File: src/rtl/crc_engine.sv
`default_nettype none
// ============================================================================
// Module   : crc_engine
// Brief    : Parametrised multi-bit-per-cycle CRC/LFSR engine with framed
//            streaming input and a held, handshaked result.
// Revision : 1.0 - initial release
// ============================================================================
module crc_engine #(
    parameter int unsigned      WIDTH  = 16,
    parameter logic [WIDTH-1:0] POLY   = 16'h8005,
    parameter logic [WIDTH-1:0] INIT   = '0,
    parameter logic [WIDTH-1:0] XOROUT = '0,
    parameter int unsigned      DATA_W = 8,
    parameter bit               REFIN  = 1'b0,
    parameter bit               REFOUT = 1'b0,
    parameter bit               DIRECT = 1'b1
) (
    input  logic              clk,
    input  logic              rst,
    input  logic              in_valid,
    output logic              in_ready,
    input  logic [DATA_W-1:0] in_data,
    input  logic              in_last,
    input  logic              in_abort,
    output logic              busy,
    output logic              crc_valid,
    input  logic              crc_ready,
    output logic [WIDTH-1:0]  crc_out
);

    typedef enum logic [1:0] {
        S_IDLE = 2'd0,
        S_RUN  = 2'd1,
        S_HOLD = 2'd2
    } state_t;

    state_t             r_state;
    state_t             w_state_next;
    logic [WIDTH-1:0]   r_crc;
    logic [WIDTH-1:0]   r_crc_out;
    logic [WIDTH-1:0]   w_next;
    logic [WIDTH-1:0]   w_refl;
    logic [WIDTH-1:0]   w_result;
    logic [DATA_W-1:0]  w_din;
    logic               w_accept;

    // w_din is arranged so that its MSB is always the first bit folded in
    generate
        if (REFIN) begin : g_refin_rev
            for (genvar i = 0; i < DATA_W; i++) begin : g_bit
                assign w_din[i] = in_data[DATA_W-1-i];
            end
        end else begin : g_refin_pass
            assign w_din = in_data;
        end
    endgenerate

    always_comb begin
        w_next = r_crc;
        for (int i = 0; i < DATA_W; i++) begin
            if (DIRECT) begin
                w_next = {w_next[WIDTH-2:0], 1'b0}
                       ^ ((w_din[DATA_W-1-i] ^ w_next[WIDTH-1]) ? POLY : '0);
            end else begin
                w_next = {w_next[WIDTH-2:0], w_din[DATA_W-1-i]}
                       ^ (w_next[WIDTH-1] ? POLY : '0);
            end
        end
    end

    generate
        for (genvar k = 0; k < WIDTH; k++) begin : g_refout_bit
            assign w_refl[k] = w_next[WIDTH-1-k];
        end
        if (REFOUT) begin : g_refout_on
            assign w_result = w_refl ^ XOROUT;
        end else begin : g_refout_off
            assign w_result = w_next ^ XOROUT;
        end
    endgenerate

    assign crc_valid = (r_state == S_HOLD);
    assign busy      = (r_state == S_RUN);
    assign in_ready  = !crc_valid;
    assign w_accept  = in_valid && in_ready;
    assign crc_out   = r_crc_out;

    // Abort never disturbs a pending result; it only clears the frame in flight
    always_comb begin
        w_state_next = r_state;
        case (r_state)
            S_IDLE, S_RUN: begin
                if (in_abort) begin
                    w_state_next = S_IDLE;
                end else if (w_accept) begin
                    w_state_next = in_last ? S_HOLD : S_RUN;
                end
            end
            S_HOLD: begin
                if (crc_ready) begin
                    w_state_next = S_IDLE;
                end
            end
            default: w_state_next = S_IDLE;
        endcase
    end

    always_ff @(posedge clk) begin
        if (rst) begin
            r_state   <= S_IDLE;
            r_crc     <= INIT;
            r_crc_out <= '0;
        end else begin
            r_state <= w_state_next;
            if (in_abort) begin
                r_crc <= INIT;
            end else if (w_accept) begin
                if (in_last) begin
                    r_crc     <= INIT;
                    r_crc_out <= w_result;
                end else begin
                    r_crc <= w_next;
                end
            end
        end
    end

endmodule
`default_nettype wire

File: config.mk
export PLATFORM = sky130hd
export DESIGN_NAME = crc_engine
export DESIGN_NICKNAME = d
export VERILOG_FILES = /design/src/rtl/crc_engine.sv
export SDC_FILE = /design/constraint.sdc
export NUM_CORES = 1
export LEC_CHECK = 0
export ABC_AREA = 1
export CAP_MARGIN = 20
export CORE_UTILIZATION = 55
export DETAILED_ROUTE_END_ITERATION = 6
export GPL_ROUTABILITY_DRIVEN = 0
export PLACE_DENSITY_LB_ADDON = 0.15
export SYNTH_ARGS = -nofsm -noshare
export SYNTH_HDL_FRONTEND = slang
export SYNTH_SLANG_ARGS = --single-unit
File: constraint.sdc
create_clock -name clk -period 4.8 [get_ports clk]
set_clock_uncertainty 0.1 [all_clocks]
set_input_delay 0.96 -clock clk [delete_from_list [all_inputs] [get_ports clk]]
set_output_delay 0.96 -clock clk [all_outputs]
set_load 0.02 [all_outputs]
== After elaboration in Yosys (flattened, before gate mapping) ==
Index checks and enable logic that the tools add are counted.

* Word-level logic and storage cells: 45
* Output and inout bits: 19
* Bits in registers: 34
* Bits of input ports: 14

* Bitwise gates (word level): 17
* Mux-type cells: 14
* Reductions and logical operators: 7
* Eq/ne operators: 4

{| class="wikitable"
|+ Operators by type and width
! cell !! count
|-
| 16-bit two-way mux || 9
|-
| 16-bit bitwise XOR || 8
|-
| 2-bit two-way mux || 4
|-
| 1-bit bitwise XOR || 8
|-
| 2-bit one-hot mux with 2 select lines || 1
|-
| 2-bit OR reduction || 2
|-
| 3-bit inequality test (second input constant) || 1
|-
| 3-bit AND reduction || 1
|-
| 2-bit by 1-bit equality test with 1-bit output (second input constant) || 1
|-
| 2-bit equality test (second input constant) || 1
|-
| 2-bit zero test || 1
|-
| 2-bit by 1-bit inequality test with 1-bit output (second input constant) || 1
|-
| 2-bit AND reduction || 1
|-
| 1-bit logical AND || 1
|-
| 1-bit zero test || 1
|-
| 1-bit NOT || 1
|}

== Depth between registers and ports, before layout ==
Gate-level depths: netlist of the first run.

* Depth after elaboration: 25
* Gate-level depth with buffers: 19
* Mapped depth without buffers: 19

== Least setup slack after synthesis of the first run ==
OpenSTA, ideal clock, no wires.

* Path kind: input to register
* Start: input port in_data[7]
* End: register r_crc_out[15], in the netlist crc_out[15]
* Data arrival time: 2285 ps
* Data required time: 4591 ps
* Stages on the path: 18
* Slack: 2306 ps
* Library setup time: 109 ps
* Cell sequence: inv_1 > nand2_1 > nand2_2 > nand2_2 > nand2_2 > nand2_4 > nand3_1 > nand3_2 > nand2_4 > nand2_2 > nand3_2 > nand2_4 > nand2_2 > nand3_1 > nand2_1 > nand2_1 > nand2_1 > inv_1

* Word-level cells in the longest chain between the ends: 24

{| class="wikitable"
|+ RTL lines
! what !! RTL line !! text
|-
| start, declared || 22 || <nowiki>input logic [DATA_W-1:0] in_data,</nowiki>
|-
| 1-bit bitwise XOR || 63 || <nowiki>^ ((w_din[DATA_W-1-i] ^ w_next[WIDTH-1]) ? POLY : '0);</nowiki>
|-
| 16-bit two-way mux || 63 ||
|-
| 16-bit bitwise XOR || 63 ||
|-
| 1-bit bitwise XOR || 63 ||
|-
| 16-bit two-way mux || 63 ||
|-
| 16-bit bitwise XOR || 63 ||
|-
| 1-bit bitwise XOR || 63 ||
|-
| 16-bit two-way mux || 63 ||
|-
| [... 8 more ...] || -- ||
|-
| 16-bit two-way mux || 63 ||
|-
| 16-bit bitwise XOR || 63 ||
|-
| 1-bit bitwise XOR || 63 ||
|-
| 16-bit two-way mux || 63 ||
|-
| 16-bit bitwise XOR || 63 ||
|-
| 1-bit bitwise XOR || 63 ||
|-
| 16-bit two-way mux || 63 ||
|-
| 16-bit bitwise XOR || 63 ||
|-
| end signal, assigned || 120 || <nowiki>r_crc_out <= w_result;</nowiki>
|-
| end, declared || 40 || <nowiki>logic [WIDTH-1:0] r_crc_out;</nowiki>
|}

No other way between the ends.
A chain may end at the register's enable or synchronous reset.

== Worst setup path after layout of the first run ==
Same ends and word-level chain as after synthesis.

==> impl_results.md, run 1 <==
* Top FF cell, synth: dfxtp_1
* Reg power frac at 49.5%
* Number of remaining DRC errors at 0
* Yosys cell types at 28
* Hold WC Path Type: flip-flop to flip-flop
* Post-CTS Setup Bufs at 0
* Hold path cells at 2
* Worst-Skew Late Latency at 0.33 ns
* Vias in the first global route at 1361
* Die H at 58.2 um
* IO Count at 33
* Seq/Total Area, Yosys at 39.2%
* CP endpoint kind: flip-flop
* Worst-case clock buffer depth at 2
* CORE AREA at 0.00303 mm2
* Synth Net Count at 241
* Vias at 1490
* Total die area at 0.00339 mm2
* Row count at 20
* Clock Sinks at 34
* WL final at 3490 um
* Cells on worst reg2reg path at 19
* Synth async-reset ratio at 0%
* Clock share of power at 27.1%
* RSZ-0062 raised after global routing: no
* Clock H-tree levels at 2
* FF-to-FF End: crc_out[15]
* Reg2Reg Launch Point: r_crc[15]
* Global router's overall resource usage at 22.8%
* CP Data Required Time at 4.94 ns
* Violation count after the first detailed-routing iteration at 43
* Final setup vio count at 0
* F_max at 353 MHz
* DP HPWL at 2580 um
* Commonest non-fill, non-tap cell in the layout: nand2_1
* Cell Pwr Density at 280 mW/mm2
* Setup slack, reg-to-reg at 2.67 ns
* Int Power at 0.421 mW
* Comb power frac at 23.4%
* Startpoint Class: primary input
* Synth top area share at 39.2%
* Synth Area per Inst at 7.66 um2
* Layout area overhead at 24.0%
* Post-CTS sizing at 0
* DIE WIDTH at 58.2 um
* Layout Nets at 273
* ANT cells at 0
* Crit share post-route at 59.0%
* Synth Warn # at 0
* Number of fill cells at 276
* Initial antenna violation count at 0
* P_leak at 0.945 nW
* Min-Delay Startpoint: r_crc[12]
* Post-synth top area cell: dfxtp_1
* Vias/cell at 4.90
* Post-synth EDFFs at 0
* Largest net degree at the start of global routing at 23
* Num CTS Buffers at 5
* Initial Utilization at 57.4%
* Clock root buffer master: clkbuf_4
* Worst min-delay path endpoint: r_crc[12]
* Switch share at 30.4%
* Maximum VDD drop at 0.000231 V
* Most area-consuming cells after synthesis: dfxtp_1 (39%), nand2_1 (10%), inv_1 (6.0%), a21oi_1 (5.2%), o21ai_0 (4.0%)
* Headroom to the max-slew limit at 63.7%
* DR WL/cell at 11.5 um
* Share of layout cells above drive strength 1 at 15.0%
* WP data arrival at 2.97 ns
* Status: finished clean
* CTS Hold Bufs at 0
* Synthesized area at 0.00174 mm2
* # port buffers at 32
* Final slew viol count at 0
* Fin Setup TNS at 0 ns
* Post-layout min period at 2.83 ns
* Register bit total from synthesis at 34
* Synthesized netlist cell count at 227
* Max Cap Violations at 0
* Clock-pin transition on the worst setup and hold timing paths at 0.10 ns
* Hold WS at 0.385 ns
* Most frequent cells in the layout: nand2_1 (47), dfxtp_1 (34), clkdlybuf4s50_1 (32)
* Worst-Margin Slew at 0.541 ns
* TritonCTS clock tree: done
* Global-route wire length before repair at 5830 um
* GRT Residual Overflow at 0
* NetSw at 0.183 mW
* Routed Antenna Nets at 0
* DRT Pass-1 Iters at 4
* CP max FO at 5
* WS Path Type: primary input to flip-flop
* Final Hold Viols at 0
[power groups by stage]
stage               sequential, mW  combinational (mW)  clock, mW
detailed placement           0.306               0.141          0
global route                 0.300               0.154      0.181
finish                       0.299               0.142      0.164
floorplan                    0.313              0.0862          0
global placement             0.306               0.139          0
CTS                          0.299               0.142      0.170
[cells by family (layout without fill, tap and decap cells)]
kind of cell | count (synthesis) | count (layout) | synth area share [%]
buffers and inverters | 38 | 71 | 8.21
flip-flops | 34 | 34 | 39.2
AND/OR/NAND/NOR | 99 | 99 | 29.6
XOR/XNOR | 14 | 14 | 9.43
AO/OA/AOI/OAI | 42 | 42 | 13.6
[worst max-delay path, cell delays in order]
cell,delay [ns]
clkdlybuf4s50_1,0.49
inv_1,0.06
nand2_1,0.07
nand2_2,0.06
nand2_2,0.08
nand2_2,0.10
nand2_4,0.09
nand2_4,0.06
nand2_2,0.07
nand3_2,0.12
nand2_4,0.14
nand2_2,0.06
nand3_2,0.10
nand2_4,0.09
nand2_2,0.10
nand3_1,0.09
nand2_1,0.08
nand2_1,0.05
nand2_1,0.06
inv_1,0.03
[state kept, by name, summed over array words and instances, names as in the netlist]
register	flops
crc_out	16
r_crc	16
r_state	2
[area by class of cell]
type	instances	area (um2)	share of cell area, %
clock inverters	1	5.00	0.232
clock buffers	7	55.1	2.55
multi-input cells	155	920	42.7
repair buffers	33	328	15.2
well taps	44	55.1	2.55
inverters	30	113	5.22
flip-flops and latches	34	681	31.6
[cells in the mapped netlist (2+ instances only)]
library cell	number
nand2_1	47
dfxtp_1	34
inv_1	28
a21oi_1	18
nor2_1	14
o21ai_0	14
nand3_1	12
nand2_2	9
xor2_1	8
clkbuf_1	6
o21bai_1	6
nand2_4	5
nand3_2	5
buf_1	2
nor3_1	2
o21a_1	2
or2_2	2
xnor2_1	2
xor2_2	2
[routing by layer]
metal	routed length [um]	vias to the layer above	GRT usage, %
met5	0	-	0
met1	1610	674	27.5
met3	114	7	4.69
li1	-	778	-
met2	1710	31	40.4
met4	47	0	7.14
[stage by stage]
stage / std cells / util, % / setup WS, ns / instance area (um2) / power (mW)
2_1_floorplan: 227 / - / 2.31 / 1740 / 0.400
3_3_place_gp: 296 / 69.2 / 1.68 / 2100 / 0.445
3_5_place_dp: 296 / 69.2 / 1.62 / 2100 / 0.446
4_1_cts: 304 / 71.2 / 1.97 / 2160 / 0.611
5_1_grt: 304 / 71.2 / 1.75 / 2160 / 0.635
6_report: 304 / 71.2 / 1.97 / 2160 / 0.604
[worst max path at each step]
stage	startpoint	end	slack (ns)	depth (start not counted)
6_report	in_data[7]	crc_out[15]	1.97	20
5_1_grt	in_data[6]	crc_out[15]	1.75	20
4_1_cts	in_data[7]	crc_out[2]	1.97	20
3_5_place_dp	in_data[7]	crc_out[2]	1.62	20
3_3_place_gp	in_data[7]	crc_out[15]	1.68	20
2_1_floorplan	in_data[7]	crc_out[15]	2.31	18
(Power assumes the default switching activity.)
==> run 2: changes to the inputs <==
--- a/config.mk
+++ b/config.mk
@@ -7,7 +7,7 @@
 export LEC_CHECK = 0
 export ABC_AREA = 1
 export CAP_MARGIN = 20
-export CORE_UTILIZATION = 55
+export CORE_UTILIZATION = 46
 export DETAILED_ROUTE_END_ITERATION = 6
 export GPL_ROUTABILITY_DRIVEN = 0
 export PLACE_DENSITY_LB_ADDON = 0.15
==> constraint.sdc (replaced) <==
create_clock -name clk -period 2.3 [get_ports clk]
set_clock_uncertainty 0.1 [all_clocks]
set_input_delay 0.46 -clock clk [delete_from_list [all_inputs] [get_ports clk]]
set_output_delay 0.46 -clock clk [all_outputs]
set_load 0.02 [all_outputs]
==> impl_results.md, run 2 (synthesized netlist as in run 1, its figures left out) <==
* Status: finished clean
* Largest net degree at the start of global routing at 17 (-26%)
* Hold WC Path Type: flip-flop to flip-flop
* Reg2Reg Launch Point: r_crc[15]
* DR WL/cell at 11.9 um (+3.8%)
* WL final at 3800 um (+8.9%)
* Global router's overall resource usage at 20.5% (-2.2 points)
* CTS Hold Bufs at 0 (unchanged)
* Vias/cell at 4.75 (-3.2%)
* Clock root buffer master: clkbuf_8
* Initial Utilization at 50.1% (-7.3 points)
* Grt met1 use at 25.0% (-2.5 points)
* Crit-path slowest cell: clkdlybuf4s50_1
* Die H at 63.5 um (+9.0%)
* ANT cells at 0 (unchanged)
* Int Power at 0.994 mW (+140%)
* Total die area at 0.00403 mm2 (+19%)
* DP HPWL at 2670 um (+3.4%)
* Startpoint Class: flip-flop
* CP max FO at 4 (-1)
* CP Cell Sequence: inv_1 -> nor2_1 -> clkdlybuf4s50_1
* Most frequent cells in the layout: nand2_1 (47), dfxtp_1 (34), clkdlybuf4s50_1 (29)
* Worst-Skew Late Latency at 0.28 ns (-0.05 ns)
* Cells on worst reg2reg path at 15 (-4)
* Fin Setup TNS at 0 ns (unchanged)
* Share of layout cells above drive strength 1 at 21.2% (+6.2 points)
* Vias in the first global route at 1481 (+8.8%)
* Clock-pin transition on the worst setup and hold timing paths at 0.07 ns (-0.03 ns)
* Number of fill cells at 322 (+17%)
* Final setup vio count at 0 (unchanged)
* Min-Delay Startpoint: r_crc[8]
* GRT Residual Overflow at 0 (unchanged)
* Headroom to the max-slew limit at 72.7% (+9.0 points)
* CORE AREA at 0.00347 mm2 (+15%)
* Worst-Margin Slew at 0.408 ns (-0.134 ns)
* Routed Antenna Nets at 0 (unchanged)
* Comb power frac at 24.7% (+1.3 points)
* Setup slack, reg-to-reg at 0.22 ns (-2.45 ns)
* IO Count at 33 (unchanged)
* Met3 GRT Util at 5.43% (+0.75 points)
* Commonest non-fill, non-tap cell in the layout: nand2_1
* CP Data Required Time at 1.74 ns (-3.20 ns)
* Maximum VDD drop at 0.000428 V (+85%)
* NetSw at 0.404 mW (+120%)
* Gr busiest metal: met2
* Final Hold Viols at 0 (unchanged)
* Final slew viol count at 0 (unchanged)
* Crit share post-route at 94.0%
* FF-to-FF End: r_crc[3]
* RSZ-0062 raised after global routing: no
* TritonCTS clock tree: done
* WS Path Type: flip-flop to output pin
* F_max at 463 MHz
* Max Cap Violations at 0 (unchanged)
* Clock share of power at 30.6% (+3.5 points)
* Worst path max stage delay at 0.67 ns (+0.18 ns)
* # port buffers at 32 (unchanged)
* Dpl cells at 311 (+5.1%)
* Row count at 21 (+5.0%)
* Hold path cells at 2 (unchanged)
* Layout Nets at 288 (+5.5%)
* Vias at 1514 (+1.6%)
* P_leak at 1.07 nW (+14%)
* Violation count after the first detailed-routing iteration at 83 (+93%)
* WP data arrival at 1.60 ns (-1.37 ns)
* Number of remaining DRC errors at 0 (unchanged)
* CP endpoint kind: output pin
* Global-route wire length before repair at 6390 um (+9.6%)
* Worst-case clock buffer depth at 2 (unchanged)
* DIE WIDTH at 63.5 um (+9.0%)
* Num CTS Buffers at 5 (unchanged)
* Layout area overhead at 35.4%
* Initial antenna violation count at 0 (unchanged)
* DRT Pass-1 Iters at 5 (+1)
* Worst min-delay path endpoint: r_crc[8]
* Post-layout min period at 2.16 ns
* Cell Pwr Density at 594 mW/mm2 (+110%)
* Met2 Use GR at 34.3% (-6.1 points)
* Clock Sinks at 34 (unchanged)
* Reg power frac at 44.7% (-4.8 points)
* Clock H-tree levels at 2 (unchanged)
* Final Non-Filler Cells at 319 (+4.9%)
* Switch share at 28.9% (-1.4 points)
[run 2: cell count changes in the layout (fill, tap and decap cells not counted), sizes merged]
cell,delta
clkbuf,-1
clkdlybuf4s50,-3
dlymetal6s2s,+3
buf,+15
clkinv,-1
[run 2: worst max-delay path, delay by kind of cell, from the launching register on]
| kind | cells | cell delay [ns] |
|---|---|---|
| DFF | 1 | 0.34 |
| buffers and inverters | 2 | 0.71 |
| and+or+nand+nor | 1 | 0.27 |
[run 2: repair_timing]
item	in CTS	in global routing
gates resized for setup	0	12
endpoints found under the hold margin	0	0
endpoints found under the setup margin	1	14
pin swaps	2	4
setup buffers	2	0
[run 2: power groups by stage]
stage | clock network [mW] | logic [mW] | registers [mW]
5_1_grt | 0.466 | 0.379 | 0.627
3_5_place_dp | 0 | 0.320 | 0.638
3_3_place_gp | 0 | 0.318 | 0.638
6_report | 0.428 | 0.346 | 0.625
2_1_floorplan | 0 | 0.180 | 0.654
4_1_cts | 0.442 | 0.330 | 0.625
[run 2: cell type report]
cell class / count / area, um2 / area share, %
clock buffer: 6 / 82.6 / 3.51
inverter: 30 / 113 / 4.78
multi-input combinational: 155 / 972 / 41.3
sequential: 34 / 681 / 28.9
tap: 46 / 57.6 / 2.45
timing repair buffer: 48 / 448 / 19.0
[run 2: how the worst max path moves through the flow]
stage	startpoint	end	depth (start not counted)
2_1_floorplan	in_data[7]	crc_out[15]	18
3_3_place_gp	in_data[7]	crc_out[15]	20
5_1_grt	r_state[1]	crc_valid	3
6_report	r_state[1]	crc_valid	3
3_5_place_dp	in_data[7]	crc_out[15]	18
4_1_cts	in_data[7]	crc_out[15]	18
[run 2: layer usage]
metal	wire, um	up-vias
met5	0	-
met4	22	0
met3	178	2
met2	1800	27
met1	1800	687
li1	-	798
[run 2: through the flow]
stage | worst slack [ns] | hold slack (ns) | util [%] | cell area [um2] | power [mW]
global placement | -0.233 | 0.368 | 63.3 | 2200 | 0.956
CTS | 0.000189 | 0.381 | 66.1 | 2290 | 1.40
global route | 0.0179 | 0.392 | 67.9 | 2350 | 1.47
floorplan | 0.306 | 0.354 | - | 1740 | 0.834
finish | 0.138 | 0.379 | 67.9 | 2350 | 1.40
detailed placement | -0.295 | 0.371 | 63.3 | 2200 | 0.958
